**src/rtl/dmem_arb_pkg.sv**
```systemverilog
// dmem_arb_pkg: shared types and constants for the data-memory arbiter.
package dmem_arb_pkg;
   typedef enum logic [1:0] {IDLE, ACCESS, RESP} arb_state_e;
   typedef struct packed {
      logic [31:0] addr;
      logic [31:0] wdata;
      logic [1:0]  size;
      logic        sext;
      logic        wren;
   } lsu_req_t;
   localparam logic [1:0] SZ_BYTE = 2'b00;
   localparam logic [1:0] SZ_HALF = 2'b01;
   localparam logic [1:0] SZ_WORD = 2'b10;
endpackage

```
**src/rtl/dmem_arb_pick.sv**
```systemverilog
// dmem_arb_pick: winner selection; fixed priority with a starvation override,
// or round robin when DMEM_ARB_RR_EN is defined.
module dmem_arb_pick #(
   parameter int MAX_WAIT = 8
) (
   input  logic i_clk,
   input  logic i_reset,
   input  logic i_p0_req,
   input  logic i_p1_req,
   input  logic i_opp,
   output logic o_p0_gnt,
   output logic o_p1_gnt
);
   logic p1_wins;
`ifdef DMEM_ARB_RR_EN
   logic last_q, last_d;
   assign p1_wins = i_p1_req & (~i_p0_req | ~last_q);
   always_comb last_d = o_p1_gnt ? 1'b1 : o_p0_gnt ? 1'b0 : last_q;
   always_ff @(posedge i_clk) last_q <= i_reset ? 1'b1 : last_d;
`else
   logic [7:0] wait_cnt_q, wait_cnt_d;
   assign p1_wins = i_p1_req & (~i_p0_req | (wait_cnt_q == 8'(MAX_WAIT)));
   // counts only lost opportunities; any idle gap on port 1 restarts the count
   always_comb wait_cnt_d = (~i_p1_req | o_p1_gnt) ? 8'd0 : i_opp ? wait_cnt_q + 8'd1 : wait_cnt_q;
   always_ff @(posedge i_clk) wait_cnt_q <= i_reset ? 8'd0 : wait_cnt_d;
`endif
   assign o_p1_gnt = i_opp & p1_wins;
   assign o_p0_gnt = i_opp & i_p0_req & ~p1_wins;
endmodule

```
**src/rtl/dmem_arbiter.sv**
```systemverilog
// dmem_arbiter: shares one LSU access path between the core (port 0) and a DMA/debug
// master (port 1); DMEM_ARB_RR_EN selects round robin instead of fixed priority.
module dmem_arbiter
   import dmem_arb_pkg::*;
#(
   parameter int MAX_WAIT = 8
) (
   input  logic        i_clk,
   input  logic        i_reset,
   input  logic        i_p0_req,
   input  logic [31:0] i_p0_addr,
   input  logic [31:0] i_p0_wdata,
   input  logic [1:0]  i_p0_size,
   input  logic        i_p0_signed,
   input  logic        i_p0_wren,
   input  logic        i_p1_req,
   input  logic [31:0] i_p1_addr,
   input  logic [31:0] i_p1_wdata,
   input  logic [1:0]  i_p1_size,
   input  logic        i_p1_signed,
   input  logic        i_p1_wren,
   output logic        o_p0_gnt,
   output logic        o_p1_gnt,
   output logic        o_p0_rvalid,
   output logic        o_p1_rvalid,
   output logic [31:0] o_p0_rdata,
   output logic [31:0] o_p1_rdata,
   output logic [31:0] o_lsu_addr,
   output logic [31:0] o_lsu_st_data,
   output logic [1:0]  o_lsu_size,
   output logic        o_lsu_signed,
   output logic        o_lsu_wren,
   input  logic [31:0] i_lsu_ld_data
);
   arb_state_e  state_q, state_d;
   lsu_req_t    req_q, req_d;
   logic        owner_q;
   logic [31:0] p0_rdata_q, p1_rdata_q;
   logic        opp;
   // grants are suppressed during reset so nothing is accepted into a discarded access
   assign opp = ~i_reset & (state_q != ACCESS);
   dmem_arb_pick #(.MAX_WAIT(MAX_WAIT)) u_pick (
      .i_clk    (i_clk),
      .i_reset  (i_reset),
      .i_p0_req (i_p0_req),
      .i_p1_req (i_p1_req),
      .i_opp    (opp),
      .o_p0_gnt (o_p0_gnt),
      .o_p1_gnt (o_p1_gnt)
   );
   always_ff @(posedge i_clk) state_q <= i_reset ? IDLE : state_d;
   always_comb state_d = (state_q == ACCESS) ? RESP : (i_p0_req | i_p1_req) ? ACCESS : IDLE;
   always_comb begin
      o_lsu_wren  = (state_q == ACCESS) & req_q.wren;
      o_p0_rvalid = (state_q == RESP) & ~owner_q;
      o_p1_rvalid = (state_q == RESP) & owner_q;
   end
   always_comb req_d = o_p1_gnt ? lsu_req_t'{i_p1_addr, i_p1_wdata, i_p1_size, i_p1_signed, i_p1_wren}
                                : lsu_req_t'{i_p0_addr, i_p0_wdata, i_p0_size, i_p0_signed, i_p0_wren};
   always_ff @(posedge i_clk) begin
      if (i_reset) begin
         req_q      <= '0;
         owner_q    <= 1'b0;
         p0_rdata_q <= '0;
         p1_rdata_q <= '0;
      end else begin
         if (o_p0_gnt | o_p1_gnt) begin
            req_q   <= req_d;
            owner_q <= o_p1_gnt;
         end
         if (state_q == ACCESS && !owner_q) p0_rdata_q <= req_q.wren ? 32'd0 : i_lsu_ld_data;
         if (state_q == ACCESS && owner_q) p1_rdata_q <= req_q.wren ? 32'd0 : i_lsu_ld_data;
      end
   end
   assign o_lsu_addr    = req_q.addr;
   assign o_lsu_st_data = req_q.wdata;
   assign o_lsu_size    = req_q.size;
   assign o_lsu_signed  = req_q.sext;
   assign o_p0_rdata    = p0_rdata_q;
   assign o_p1_rdata    = p1_rdata_q;
endmodule

```
**config.mk**
```make
export PLATFORM = sky130hd
export DESIGN_NAME = dmem_arbiter
export DESIGN_NICKNAME = d
export VERILOG_FILES = /design/src/rtl/dmem_arb_pkg.sv /design/src/rtl/dmem_arb_pick.sv /design/src/rtl/dmem_arbiter.sv
export SDC_FILE = /design/constraint.sdc
export NUM_CORES = 1
export LEC_CHECK = 0
export BUFFER_PORTS_ARGS = -buffer_cell sky130_fd_sc_hd__buf_2
export CAP_MARGIN = 20
export CORE_MARGIN = 10
export CORE_UTILIZATION = 50
export DETAILED_ROUTE_END_ITERATION = 8
export HOLD_SLACK_MARGIN = 0.02
export PLACE_DENSITY = 0.93
export SYNTH_ARGS = -nofsm -noshare
export SYNTH_HDL_FRONTEND = slang
export SYNTH_SLANG_ARGS = --single-unit
```
**constraint.sdc**
```tcl
create_clock -name i_clk -period 6 [get_ports i_clk]
set_clock_uncertainty 0.05 [all_clocks]
set_input_delay 0.3 -clock i_clk [delete_from_list [all_inputs] [get_ports i_clk]]
set_output_delay 0.3 -clock i_clk [all_outputs]
set_load 0.01 [all_outputs]
```
==> reports/results.txt, run 1 <==
Clk Latency, worst-skew pair - 410 ps
Gr usage total - 0.2195
Cell Pwr Density - 304.8 mW/mm^2
Buffer count from post-CTS setup fixing - 0
Endpoints failing hold - 0
Pre-antenna DRT Iters - 5
Met3 Use GR - 0.09489
Unrepaired setup endpoints after global routing - false
Die ar. - 0.01746 mm^2
Commonest non-fill, non-tap cell in the layout - buf_2
Critical path class - flop to primary output
Critical Path RT - 5650 ps
# port buffers - 307
Largest net degree at the start of global routing - 74
Core Area - 0.01216 mm^2
CTS tree - built
DRT antenna net count - 0
Final setup viols - 0
Total number of vias - 5953
Routed length per placed instance - 17.80 um
Max Freq - 0.3117 GHz
Final period utilization - 0.5347
Slowest Stage Delay on Critical Path - 460 ps
Peak VDD IR - 0.1563 mV
WP data arrival - 2860 ps
Syn-to-layout area delta - 27.96%
Final TNS setup - 0 ps
Yosys reg bits - 143
Max-slew headroom - 0.3766
Ports - 308
Post-route minimum period - 3208 ps
Max Cap Viol - 0
Worst Setup Start Kind - flop
Global route overflow - 0
1st-iter DRT viols - 378
Clock root buffer - clkbuf_16
GR peak layer - met2
First-pass GRT wire length - 31.58 mm
Proportion of layout cells with a drive suffix above 1 - 0.3787
DRC errors left - 0
Cts bufs inserted - 17
Hold Crit Class - input pin to flop
Synth Warn # - 0
# clock sinks - 143
Syn nets - 913
Post-CTS Hold Buffers - 0
Die height - 132.1 um
Leak - 3.723 nW
Vias per cell - 5.236
Final core utilization - 0.6615
Library cells used by synthesis - 33
Post-DP HPWL - 14.98 mm
Seq/Total Area, Yosys - 0.4553
ANT cells - 0
Maximum root-to-sink buffer count - 2
Slew @ Worst Pin - 935.1 ps
Cell Chain, Critical Path - inv_1 > ha_1 > or4b_4 > o21ai_1 > nand3_2 > buf_4 > inv_2 > buf_2
Register area - 0.002863 mm^2
Routed wire length - 20.24 mm
Crit end category - primary output
Clk pin slew, worst setup/hold paths - 60 ps
Number of global-route vias before repair - 6134
# nets final - 1130
Outcome - completed
Mapped Cells - 739
Post-CTS Resized - 0
Die X - 132.1 um
GRT met1 Usage - 0.2263
Syn Std Cell Area - 0.006287 mm^2
Ys async rst share - 0
Fillcell total - 995
Crit-path slowest cell - or4b_4
Rows - 40
Starting Density - 0.5170
Maximum fanout along the worst path - 40
Syn avg cell area - 8.508 um^2
Multi-input logic area - 0.002457 mm^2
Initial antenna violation count - 0
GRT met2 Usage - 0.3762
H-tree Lvls - 4
Commonest cells after routing, fill and taps aside - 306 x buf_2, 143 x dfxtp_1, 134 x nand2_1
Top_reg_cell synth - dfxtp_1
Post-synth EDFFs - 0
GPL Wtd Cong - 0.8214
Max-slew violations - 0
==> layer usage <==
metal | vias to the layer above | routed length, um
met4 | 0 | 644
met3 | 37 | 2199
met1 | 2739 | 7237
li1 | 2858 | -
met2 | 319 | 10160
met5 | - | 0
==> critical path: cells and delay by family (launching register included) <==
family | cells | cell delay (ps)
adders and majority gates | 1 | 130
AOI/OAI and AO/OA | 1 | 210
and+or+nand+nor | 2 | 800
DFF | 1 | 340
buffers and inverters | 4 | 940
==> worst paths after layout <==
| check | startpoint | end | slack [ps] | cells after the start |
|---|---|---|---|---|
| setup reg to reg | state_q[0] | o_lsu_addr[3] | 3330 | 6 |
| hold reg to reg | o_p0_rdata[14] | o_p0_rdata[14] | 400 | 2 |
| setup / recovery | u_pick.wait_cnt_q[0] | o_p1_gnt | 2790 | 8 |
| hold / removal | i_p0_addr[1] | o_lsu_addr[1] | 60 | 2 |
==> sequential cells by signal, indices dropped and copies added (netlist names) <==
| signal | count |
|---|---|
| o_lsu_addr | 32 |
| o_lsu_signed | 1 |
| o_lsu_size | 2 |
| o_lsu_st_data | 32 |
| o_p0_rdata | 32 |
| o_p1_rdata | 32 |
| owner_q | 1 |
| req_q | 1 |
| state_q | 2 |
| u_pick.wait_cnt_q | 8 |
==> area by class of cell <==
| type | count | share of cell area |
|---|---|---|
| flip-flops and latches | 143 | 0.3558 |
| well taps | 168 | 0.02613 |
| multi-input cells | 415 | 0.3054 |
| inverters | 63 | 0.02939 |
| clock inverters | 9 | 0.01291 |
| repair buffers | 316 | 0.2072 |
| clock buffers | 23 | 0.06314 |
==> synth_stat cells, drive strengths merged, types with 2 or more instances <==
cell type  instances  area [um^2]
ha                 2        25.02
nand3              5        35.03
nor4               3        18.77
nor2b             33        206.5
a221o             12        120.1
nor3               2        10.01
a21oi            123        615.6
nand2b             3        18.77
nor2              12        45.04
buf               74        573.1
o221a             56        630.6
clkbuf            44        165.2
xnor2              6        52.55
inv               63        236.5
dfxtp            143         2863
and2              13        81.33
nand2            134        503.0
==> cells by family (layout without fill, tap and decap cells) <==
family | after synthesis | count (layout) | synth area share
AOI/OAI and AO/OA | 194 | 194 | 0.2207
xor gates and xnor gates | 7 | 7 | 0.009751
adders and majority gates | 2 | 2 | 0.003979
buffers and inverters | 181 | 411 | 0.1550
DFF | 143 | 143 | 0.4553
and+or+nand+nor | 212 | 212 | 0.1552
==> report_power, final <==
part           internal (W)  switching (W)  leakage [nW]
clock              0.000677       0.000393         0.301
combinational      0.000151       0.000190          2.25
sequential          0.00101      0.0000330          1.17
total               0.00184       0.000616          3.72
==> per-stage QoR <==
stage                     total power, W  worst slack (ps)  cells  hold slack, ps  instance area (um^2)
after floorplan                 0.001291              3934    739           387.8                  6287
after global placement          0.001383              3278   1101           388.5                  7343
after detailed placement        0.001398              3257   1103           393.2                  7378
after CTS                       0.002465              2817   1135           40.36                  7990
after global routing            0.002553              2613   1137           42.93                  8045
final                           0.002453              2792   1137           57.65                  8045
No activity file was read; power rests on OpenSTA's default activity.
==> run 2: changes to the inputs <==
--- a/config.mk
+++ b/config.mk
@@ -8,10 +8,10 @@
 export BUFFER_PORTS_ARGS = -buffer_cell sky130_fd_sc_hd__buf_2
 export CAP_MARGIN = 20
 export CORE_MARGIN = 10
-export CORE_UTILIZATION = 50
+export CORE_UTILIZATION = 42
 export DETAILED_ROUTE_END_ITERATION = 8
 export HOLD_SLACK_MARGIN = 0.02
-export PLACE_DENSITY = 0.93
+export PLACE_DENSITY = 0.84
 export SYNTH_ARGS = -nofsm -noshare
 export SYNTH_HDL_FRONTEND = slang
 export SYNTH_SLANG_ARGS = --single-unit
==> constraint.sdc (replaced) <==
create_clock -name i_clk -period 2.6 [get_ports i_clk]
set_clock_uncertainty 0.05 [all_clocks]
set_input_delay 0.13 -clock i_clk [delete_from_list [all_inputs] [get_ports i_clk]]
set_output_delay 0.13 -clock i_clk [all_outputs]
set_load 0.01 [all_outputs]
==> run 2 against run 1 <==
  * First-iteration DRC count is 23% lower
  * Global-route usage up 1.5 points
  * Worst setup slack lost 2700 ps
  * Combinational power grew to 2.9 times the previous value
  * Wire length is 23% higher
  * Non-clock buffer count up 149
  * Core utilization is 0.59 points lower
  * Hold slack worse by 21 ps
  * Sequential cell count unchanged
  * Critical endpoint is now req_q[0]
  * Largest cell class is now non-clock buffers
  * Largest power group unchanged
  * Highest routed layer is now met5
==> reports/results.txt, run 2 (same netlist as run 1, synthesis figures left out) <==
Worst Setup Start Kind - flop
Crit path buffers/inverters - 3
CP delay by family, top - buffers and inverters
Reg2Reg Setup Slack - 120 ps
Final Instance Count excl. Fillers - 1313
Vias per cell - 5.159
Pre-antenna DRT Iters - 5
Max-slew violations - 0
Core Area - 0.01459 mm^2
Number of global-route vias before repair - 7081
Commonest non-fill, non-tap cell in the layout - buf_2
Total power - 0.006031 W
Proportion of layout cells with a drive suffix above 1 - 0.3345
1st-iter DRT viols - 290
Clock root buffer - clkbuf_16
DRT antenna net count - 0
Post-DP HPWL - 15.12 mm
# clock sinks - 143
Max Cap Viol - 0
Critical Path RT - 2850 ps
Clk Latency, worst-skew pair - 420 ps
DRC errors left - 0
Clk pin slew, worst setup/hold paths - 70 ps
Max-slew headroom - 0.3780
Max Freq - 0.4025 GHz
Crit-path slowest cell - dlygate4sd3_1
Die ar. - 0.02026 mm^2
Rows - 44
Cell Pwr Density - 630.5 mW/mm^2
Routed wire length - 24.84 mm
Ports - 308
Hold path startpoint - i_lsu_ld_data[11]
Global route overflow - 0
Leak - 4.343 nW
First-pass GRT wire length - 38.11 mm
Final core utilization - 0.6557
GPL Wtd Cong - 0.8229
Total number of vias - 6774
Gr usage total - 0.2342
Die X - 142.4 um
Crit end category - flop
Critical path origin - u_pick.wait_cnt_q[1]
Largest net degree at the start of global routing - 86
Die height - 142.4 um
RR Startpoint - u_pick.wait_cnt_q[1]
Dpl cells - 1127
Endpoints failing hold - 0
Hold Crit Class - input pin to flop
Final Hold Slack - 37.06 ps
Peak VDD IR - 0.4466 mV
# nets final - 1279
Slowest Stage Delay on Critical Path - 550 ps
Initial antenna violation count - 12
Slew @ Worst Pin - 933.0 ps
Syn-to-layout area delta - 52.14%
Cts bufs inserted - 17
Outcome - completed
H-tree Lvls - 4
WP data arrival - 2730 ps
Maximum root-to-sink buffer count - 2
# port buffers - 307
Routed length per placed instance - 18.92 um
Buffer count from post-CTS setup fixing - 0
Final setup viols - 0
Final period utilization - 0.9555
Critical path class - flop to flop
Maximum fanout along the worst path - 11
CTS tree - built
Starting Density - 0.4310
Commonest cells after routing, fill and taps aside - 306 x buf_2, 143 x dlygate4sd3_1, 143 x dfxtp_1
Cell Chain, Critical Path - inv_1 > ha_1 > or4b_4 > o21ai_4 > nand3_4 > buf_6 > o221a_2 > dlygate4sd3_1
Post-route minimum period - 2484 ps
run 2: what timing repair did:
item                                   4_1_cts  5_1_grt
hold buffers                               143        0
endpoints found under the hold margin       77        0
setup endpoints to repair                    0        1
resized for setup                            0        4
run 2: final timing paths:
kind | depth (start not counted) | end
worst min register to register | 2 | o_p1_rdata[27]
worst min-delay path | 4 | o_p1_rdata[11]
worst max register to register | 8 | req_q[0]
worst max-delay path | 8 | req_q[0]
run 2: layout make-up:
| cell class | instances | area (um^2) |
|---|---|---|
| antenna | 11 | 27.53 |
| clock buffer | 18 | 439.2 |
| clock inverter | 14 | 193.9 |
| fill | 1122 | 5024 |
| inverter | 63 | 236.5 |
| multi-input combinational | 415 | 2476 |
| sequential | 143 | 2863 |
| tap | 184 | 230.2 |
| timing repair buffer | 465 | 3099 |
run 2: worst min-delay path, delay by kind of cell:
family                 cells  cell delay, ps
buffers and inverters      1              90
AND/OR/NAND/NOR            2             180
AO/OA/AOI/OAI              1              50
run 2: routing by layer:
layer  vias up  wire length, um  track usage
met3        76             2969       0.1088
met2       406            11840       0.3770
li1       3166                -            -
met5         -               27            0
met1      3122             9076       0.2547
met4         4              925       0.1166
run 2: through the flow:
stage                     cell area, um^2  setup TNS, ps  setup slack, ps
after detailed placement             7451              0            440.6
final                                9565              0            115.6
after global routing                 9565         -6.643           -6.643
after CTS                            9515              0            36.40
after floorplan                      6287              0            534.1
after global placement               7451              0            477.6
run 2: power breakdown:
group / switching (W) / total (W) / leakage [nW] / internal [W]
registers: 0.0000740 / 0.00240 / 1.17 / 0.00233
logic: 0.000510 / 0.00100 / 2.87 / 0.000495
clock network: 0.00105 / 0.00263 / 0.305 / 0.00157
